File: src/rtl/fifo_pkg.sv
// Shared async-FIFO helpers: Gray/binary conversion and a pointer-step check.
// Pointers are carried in a fixed-width container (ptr_t). Each block
// zero-extends into it and size-casts back to its own PTR_WIDTH+1 bits.
package fifo_pkg;

    localparam int PTR_MAX_W = 16;

    typedef logic [PTR_MAX_W-1:0] ptr_t;

    // Gray -> binary over the low w bits. Bits above w must be zero.
    function automatic ptr_t gray2bin(input ptr_t g, input int w);
        ptr_t b;
        logic acc;
        b   = '0;
        acc = 1'b0;
        for (int i = PTR_MAX_W - 1; i >= 0; i--) begin
            if (i < w) begin
                acc  = acc ^ g[i];
                b[i] = acc;
            end
        end
        return b;
    endfunction

    // Binary -> Gray. Bits above the pointer width must be zero.
    function automatic ptr_t bin2gray(input ptr_t b);
        return b ^ (b >> 1);
    endfunction

    // A legal Gray pointer update changes at most one bit.
    function automatic logic gray_step_ok(input ptr_t a, input ptr_t b);
        ptr_t d;
        int   cnt;
        d   = a ^ b;
        cnt = 0;
        for (int i = 0; i < PTR_MAX_W; i++) begin
            cnt += int'(d[i]);
        end
        return (cnt <= 1);
    endfunction

endpackage

File: src/rtl/rptr_wsync_decoder_sync_chain.sv
// Multi-flop synchronizer. It has no logic between stages, and every flop resets to 0.
module sync_chain #(
    parameter int WIDTH  = 4,
    parameter int STAGES = 2
) (
    input  logic             clk,
    input  logic             rst_n,
    input  logic [WIDTH-1:0] d,
    output logic [WIDTH-1:0] q
);

    logic [STAGES-1:0][WIDTH-1:0] stg_q;
    logic [STAGES-1:0][WIDTH-1:0] stg_d;

    // Next-stage wiring: stage 0 takes the async input, and each later stage takes its predecessor.
    always_comb begin
        stg_d    = '0;
        stg_d[0] = d;
        for (int i = 1; i < STAGES; i++) begin
            stg_d[i] = stg_q[i-1];
        end
    end

    // Chain registers.
    always_ff @(posedge clk or negedge rst_n) begin
        if (!rst_n) stg_q <= '0;
        else        stg_q <= stg_d;
    end

    assign q = stg_q[STAGES-1];

endmodule

File: src/rtl/rptr_wsync_decoder.sv
// Write-domain receiver for the Gray read pointer. It synchronizes the pointer,
// decodes it to binary, and derives the fill level, almost-full, and sticky
// overflow and pointer-integrity flags.
module rptr_wsync_decoder
    import fifo_pkg::*;
#(
    parameter int PTR_WIDTH    = 3,
    parameter int SYNC_STAGES  = 2,
    parameter int AFULL_THRESH = 6
) (
    input  logic               wclk,
    input  logic               wrst_n,
    input  logic [PTR_WIDTH:0] g_rptr,
    input  logic [PTR_WIDTH:0] b_wptr,
    input  logic               w_en,
    input  logic               full,
    input  logic               clr_sticky,
    output logic [PTR_WIDTH:0] g_rptr_sync,
    output logic [PTR_WIDTH:0] b_rptr_sync,
    output logic [PTR_WIDTH:0] wr_level,
    output logic               almost_full,
    output logic               overflow,
    output logic               sync_err
);

    localparam int PW    = PTR_WIDTH + 1;
    localparam int DEPTH = 1 << PTR_WIDTH;

    if (SYNC_STAGES < 2) begin : g_bad_stages
        $error("SYNC_STAGES must be at least 2");
    end
    if (AFULL_THRESH < 1 || AFULL_THRESH > DEPTH) begin : g_bad_thresh
        $error("AFULL_THRESH must be in 1..DEPTH");
    end

    logic [PW-1:0] g_sync;

    sync_chain #(
        .WIDTH  (PW),
        .STAGES (SYNC_STAGES)
    ) u_sync (
        .clk   (wclk),
        .rst_n (wrst_n),
        .d     (g_rptr),
        .q     (g_sync)
    );

    logic [PW-1:0] g_prev_q, g_prev_d;
    logic [PW-1:0] b_rptr_q, b_rptr_d;
    logic [PW-1:0] wr_level_q, wr_level_d;
    logic          almost_full_q, almost_full_d;
    logic          overflow_q, overflow_d;
    logic          sync_err_q, sync_err_d;
    logic          err_hit;

    // Decode, level subtract and flag next-state. The level uses the registered
    // read pointer, so it lags reads and can only overstate the fill.
    always_comb begin
        g_prev_d      = g_sync;
        b_rptr_d      = PW'(gray2bin(ptr_t'(g_sync), PW));
        wr_level_d    = b_wptr - b_rptr_q;
        almost_full_d = (int'(wr_level_d) >= AFULL_THRESH);

        // A set and a clear on the same edge leave the flag set.
        overflow_d = overflow_q;
        if (clr_sticky)    overflow_d = 1'b0;
        if (w_en && full)  overflow_d = 1'b1;

        // A multi-bit jump between successive synced samples means the Gray
        // source misbehaved. A level beyond DEPTH means the pointers disagree.
        err_hit    = !gray_step_ok(ptr_t'(g_sync), ptr_t'(g_prev_q))
                     || (int'(wr_level_d) > DEPTH);
        sync_err_d = sync_err_q;
        if (clr_sticky) sync_err_d = 1'b0;
        if (err_hit)    sync_err_d = 1'b1;
    end

    // Output and history registers.
    always_ff @(posedge wclk or negedge wrst_n) begin
        if (!wrst_n) begin
            g_prev_q      <= '0;
            b_rptr_q      <= '0;
            wr_level_q    <= '0;
            almost_full_q <= 1'b0;
            overflow_q    <= 1'b0;
            sync_err_q    <= 1'b0;
        end else begin
            g_prev_q      <= g_prev_d;
            b_rptr_q      <= b_rptr_d;
            wr_level_q    <= wr_level_d;
            almost_full_q <= almost_full_d;
            overflow_q    <= overflow_d;
            sync_err_q    <= sync_err_d;
        end
    end

    assign g_rptr_sync = g_sync;
    assign b_rptr_sync = b_rptr_q;
    assign wr_level    = wr_level_q;
    assign almost_full = almost_full_q;
    assign overflow    = overflow_q;
    assign sync_err    = sync_err_q;

endmodule

File: config.mk
export PLATFORM = sky130hd
export DESIGN_NAME = rptr_wsync_decoder
export DESIGN_NICKNAME = d
export VERILOG_FILES = /design/src/rtl/fifo_pkg.sv /design/src/rtl/rptr_wsync_decoder_sync_chain.sv /design/src/rtl/rptr_wsync_decoder.sv
export SDC_FILE = /design/constraint.sdc
export NUM_CORES = 1
export LEC_CHECK = 0
export ABC_AREA = 1
export BUFFER_PORTS_ARGS = -buffer_cell sky130_fd_sc_hd__buf_2
export CAP_MARGIN = 20
export CORE_MARGIN = 2
export CORE_UTILIZATION = 41
export CTS_CLUSTER_DIAMETER = 150
export DETAILED_ROUTE_END_ITERATION = 8
export GPL_TIMING_DRIVEN = 0
export PLACE_DENSITY_LB_ADDON = 0.08
export REMOVE_ABC_BUFFERS = 1
export SLEW_MARGIN = 20
export SYNTH_ARGS = -nofsm -noshare
export SYNTH_HDL_FRONTEND = slang
export SYNTH_SLANG_ARGS = --single-unit
File: constraint.sdc
create_clock -name wclk -period 1.98 [get_ports wclk]
set_clock_uncertainty 0.15 [all_clocks]
set_input_delay 0.099 -clock wclk [delete_from_list [all_inputs] [get_ports wclk]]
set_output_delay 0.099 -clock wclk [all_outputs]
set_load 0.05 [all_outputs]
Word level (Yosys, flattened, before mapping)
Cells that the tools add are included.

word-level totals
  output and inout bits = 15
  flip-flop bits (word level) = 23
  logic and storage cells = 39
  input bits = 13

operators by class
  magnitude comparators = 3
  add/sub/neg operators = 16
  reductions and logical operators = 5
  bitwise logic cells = 4
  muxes and demuxes = 3

operator list
  operator                                                           count
  adder 15 x 1 -> 16 bit, second input constant                      1
  <= comparator 16 x 1 -> 1 bit, second input constant               1
  adder 14 x 1 -> 15 bit, second input constant                      1
  adder 13 x 1 -> 14 bit, second input constant                      1
  adder 12 x 1 -> 13 bit, second input constant                      1
  adder 11 x 1 -> 12 bit, second input constant                      1
  adder 10 x 1 -> 11 bit, second input constant                      1
  adder 9 x 1 -> 10 bit, second input constant                       1
  adder 8 x 1 -> 9 bit, second input constant                        1
  adder 7 x 1 -> 8 bit, second input constant                        1
  adder 6 x 1 -> 7 bit, second input constant                        1
  adder 5 x 1 -> 6 bit, second input constant                        1
  adder 4 x 1 -> 5 bit, second input constant                        1
  adder 3 x 1 -> 4 bit                                               1
  greater-or-equal comparator 4 x 3 -> 1 bit, second input constant  1
  > comparator 4 bit, second input constant                          1
  nonzero test 2 bit                                                 2
  subtractor 4 bit                                                   1
  XOR 4 bit                                                          1
  adder 2 x 1 -> 3 bit                                               1
  2-to-1 mux 1 bit                                                   3
  XOR 1 bit                                                          3
  adder 1 x 1 -> 2 bit                                               1
  logical AND 1 bit                                                  1
  other kinds (2)                                                    2

Longest topological paths before layout
  depth after elaboration = 20
  depth in mapped cells = 8
  mapped depth without buffers = 8

By module
From an unflattened synthesis, not the netlist that was laid out.

unflattened totals
  cells, all modules = 76
  area total of the unflattened synthesis = 867.1 um^2

modules (own cells, without submodules)
  module              cells each  sequential area each (um^2)  area an instance (um^2)  instances
  rptr_wsync_decoder  68          350.3                        666.9                    1
  sync_chain          8           200.2                        200.2                    1

Worst setup path before layout
OpenSTA, ideal clock, no wires.

  path kind = register to register
  start = register b_rptr_q[0], in the netlist b_rptr_sync[0]
  end = register sync_err_q, in the netlist sync_err
  cell stages (with the launch flop) = 8
  data required time = 1.713 ns
  setup slack = 0.096 ns
  arrival = 1.616 ns
  clock period less this slack = 1.884 ns
  setup time = 0.117 ns
  path buffers = 0
  cell sequence = dfrtp_1 ha_1 inv_1 fa_1 nor2_1 nand2_1 nand3_1 nand2_1

on the way
  longest elaborated chain between the ends = 4
  elaborated cells on any way between the ends = 5
  classes of those cells = add/sub: 1; order compare: 1; mux: 1; reduce/logical: 2

ends and longest elaborated chain
  item                                                    RTL line                  text
  start: declaration                                      rptr_wsync_decoder.sv:49  logic [PW-1:0] b_rptr_q, b_rptr_d;
  start signal: assignment                                rptr_wsync_decoder.sv:89  b_rptr_q <= b_rptr_d;
  subtractor 4 bit (*)                                    rptr_wsync_decoder.sv:61  wr_level_d = b_wptr - b_rptr_q;
  net wr_level_d[1]                                       rptr_wsync_decoder.sv:50  logic [PW-1:0] wr_level_q, wr_level_d;
  > comparator 4 bit (*)                                  rptr_wsync_decoder.sv:72  || (int'(wr_level_d) > DEPTH);
  logical OR 1 bit (*)                                    rptr_wsync_decoder.sv:72
  2-to-1 mux 1 bit or nonzero test 2 bit (tied branches)  n/a
  end signal: assignment                                  rptr_wsync_decoder.sv:93  sync_err_q <= sync_err_d;
  end: declaration                                        rptr_wsync_decoder.sv:53  logic sync_err_q, sync_err_d;

Mark *: on every way through the listed nets, which the timed path passes. The rest lies on a longest branch.
A chain may end at the register's enable or synchronous reset.

Worst setup path after layout
  start = input port b_wptr[0]
  end = register sync_err_q, in the netlist sync_err

on the way
  longest elaborated chain between the ends = 4
  elaborated cells on any way between the ends = 5
  classes of those cells = add/sub: 1; order compare: 1; mux: 1; reduce/logical: 2

ends and longest elaborated chain
  item                                                    RTL line                  text
  start: declaration                                      rptr_wsync_decoder.sv:14  input logic [PTR_WIDTH:0] b_wptr,
  subtractor 4 bit (*)                                    rptr_wsync_decoder.sv:61
  net wr_level_d[1]                                       rptr_wsync_decoder.sv:50
  > comparator 4 bit (*)                                  rptr_wsync_decoder.sv:72
  logical OR 1 bit (*)                                    rptr_wsync_decoder.sv:72
  2-to-1 mux 1 bit or nonzero test 2 bit (tied branches)  n/a

Marks and branches as above.

==> key figures <==
Placement
  – # placed instances: 129
  – Placer congestion estimate: 0.767
  – Port Buf Inserts: 27
  – Final HPWL DP: 968 µm
  – Dpl ws: 0.318 ns

Pwr
  – Comb pwr share: 31.8%
  – Worst vdd ir: 0.550 mV
  – Sw Ratio: 36.5%
  – PwrDens: 914 nW/µm²
  – Leak pwr: 0.612 nW
  – Power Internal: 0.000662 W
  – P_sw: 0.000381 W
  – Sequential power share: 49.5%
  – Pwr Total: 0.00104 W
  – Fraction of power consumed by the clock network: 18.7%

Routing
  – WL final: 1.32 mm
  – Vias: 597
  – Number of remaining DRC errors: 0
  – Pre-Repair DR Iteration Count: 2
  – Iter 0 DRT Violations: 3
  – Routed len/inst: 9.34 µm
  – ANT nets after route: 0
  – Via-to-Cell Ratio: 4.23

Floorplan
  – Die width: 50.2 µm
  – Io pins: 28
  – Initial Util: 44.1%
  – FP Rows: 16
  – Die height: 50.2 µm
  – Core box area: 1980 µm²
  – Die Area: 2520 µm²

Setup path
  – Setup CP Type: input pin to flop
  – CP endpoint kind: flop
  – WP data required: 2.04 ns
  – Worst-path fanout max: 3
  – Critical path launch point type: input pin
  – WP data arrival: 1.80 ns

Cells and area
  – ANT cells: 0
  – Layout cell share with drive strength beyond 1: 27.2%
  – Nets: 134
  – Leading cell type in the layout, fill and taps excluded: buf_2
  – Final-layout fill cell count: 178
  – Area taken by multi-input logic gates: 260 µm²
  – Final Instance Count excl. Fillers: 141
  – Layout area overhead: 30.5%
  – Most frequent cells in the layout: buf_2 (27), dfrtp_1 (22), nand2_1 (17)
  – FF+latch area: 551 µm²

Global route
  – Largest net degree at the start of global routing: 23
  – GRT Util Overall: 11.5%
  – Antenna violations before repair: 0
  – First-pass GRT wire length: 2.17 mm
  – Vias in the first global route: 541
  – Global route overflow: 0

Clock network
  – Clock Pin Slew Worst Setup and Hold Paths: 0.11 ns
  – CTS sink cnt: 22
  – CTS tree: yes
  – Root Driver: clkbuf_4
  – CTS H-Tree Depth: 1
  – Cts repair resizes: 0
  – Setup Buffers After CTS: 0
  – Num CTS Buffers: 3
  – Max clock buf depth: 2
  – Hold-fix buffers, CTS: 9
  – Skew-Pair Late Insertion Delay: 0.30 ns

Yosys
  – Area leader, netlist: dfrtp_1
  – Ranking of synthesized cells by area: dfrtp_1 (63%), nand2_1 (7.3%), inv_1 (5.6%)
  – Avg Inst Size Synth: 11.4 µm²
  – Cells after Synth: 77
  – Distinct cells, synth: 14
  – Yosys top cell area share: 62.9%
  – Sequential area share after synthesis: 62.9%
  – Yosys warnings: 0
  – #FFs+latches synth: 22
  – Cell Area, Synth: 875 µm²

STA
  – Hold Slack: 0.0260 ns
  – Final setup fails: 0
  – Final Hold Viols: 0
  – Min Clock Period, post-route: 1.74 ns
  – RSZ-0062 raised after global routing: false
  – Max Fclk: 575 MHz
  – Post-route setup slack: 0.242 ns
  – Worst-Margin Slew: 0.475 ns
  – Slew headroom: 68.3%
  – Final period util: 87.8%
  – Final setup TNS: 0 ns
  – Count of pins over their slew limit: 0

Hold path
  – Worst Hold Class: input pin to flop

Run
  – Max-cap check violation count: 0

Run status
  – Status: completed
-- flip-flops by register name (all words and copies together) (netlist names) --
register	cells
b_rptr_sync	4
u_sync.q	4
u_sync.stg_d	4
wr_level	4
g_prev_q	3
almost_full	1
overflow	1
sync_err	1
-- routing by layer --
metal  global-route usage, %  part of all wire, %  up-vias
li1                        -                    -      309
met1                    12.3                   44      265
met2                    21.1                   47       18
met3                    1.79                  5.8        5
met4                    6.94                  2.6        0
met5                       0                    0        -
-- synth_stat cells --
cell,n
xnor2_1,2
dfrtp_1,22
fa_1,2
buf_4,2
nand3b_1,1
inv_1,13
or2_2,1
nor2_1,1
a22o_1,1
nand2_1,17
nand3_1,6
a21oi_1,2
xor2_1,4
ha_1,3
-- cell families (layout without fill, tap and decap cells) --
logic type	Yosys count	in the layout	synth area share, %
compound gates	3	3	2.15
flops	22	22	62.9
xor+xnor	6	6	6.01
simple gates	26	26	12.7
buf+inv	15	52	7.30
fa+ha+maj	5	5	8.87
-- layout make-up --
type                            count  area share (%)
Tap cell                           27            2.96
Timing Repair Buffer               36            19.7
Sequential cell                    22            48.2
Inverter                           13            4.28
Clock buffer                        3            1.97
Multi-Input combinational cell     40            22.8
-- critical path: stages --
cell	delay, ns
dlygate4sd3_1	0.53
buf_2	0.12
inv_1	0.05
ha_1	0.14
inv_1	0.06
fa_1	0.47
nor2_1	0.13
nand2_1	0.07
nand3_1	0.08
nand2_1	0.05
-- worst paths after layout --
| kind | startpoint | endpoint | slack (ns) | cells past startpoint |
|---|---|---|---|---|
| setup / recovery | b_wptr[0] | sync_err | 0.24 | 10 |
| hold / removal | clr_sticky | sync_err | 0.03 | 6 |
| setup reg to reg | b_rptr_sync[0] | sync_err | 0.31 | 7 |
| hold reg to reg | u_sync.stg_d[6] | u_sync.q[2] | 0.21 | 0 |
| max in group asynchronous | wrst_n | g_prev_q[0] | 1.24 | 2 |
| min in group asynchronous | wrst_n | almost_full | 0.12 | 2 |
-- through the flow --
stage          area (µm²)  util (%)
5_1_grt              1140      57.6
2_1_floorplan         860         -
4_1_cts              1140      57.6
3_5_place_dp         1030      51.9
6_report             1140      57.6
3_3_place_gp         1030      51.9
-- power by group through the flow --
stage	Clock [W]	Sequential, W	Combinational, W
global route	0.000227	0.000522	0.000363
detailed placement	0	0.000526	0.000321
floorplan	0	0.000677	0.0000892
finish	0.000195	0.000516	0.000332
global placement	0	0.000525	0.000318
CTS	0.000203	0.000517	0.000336
No activity file was read; power rests on OpenSTA's default activity.
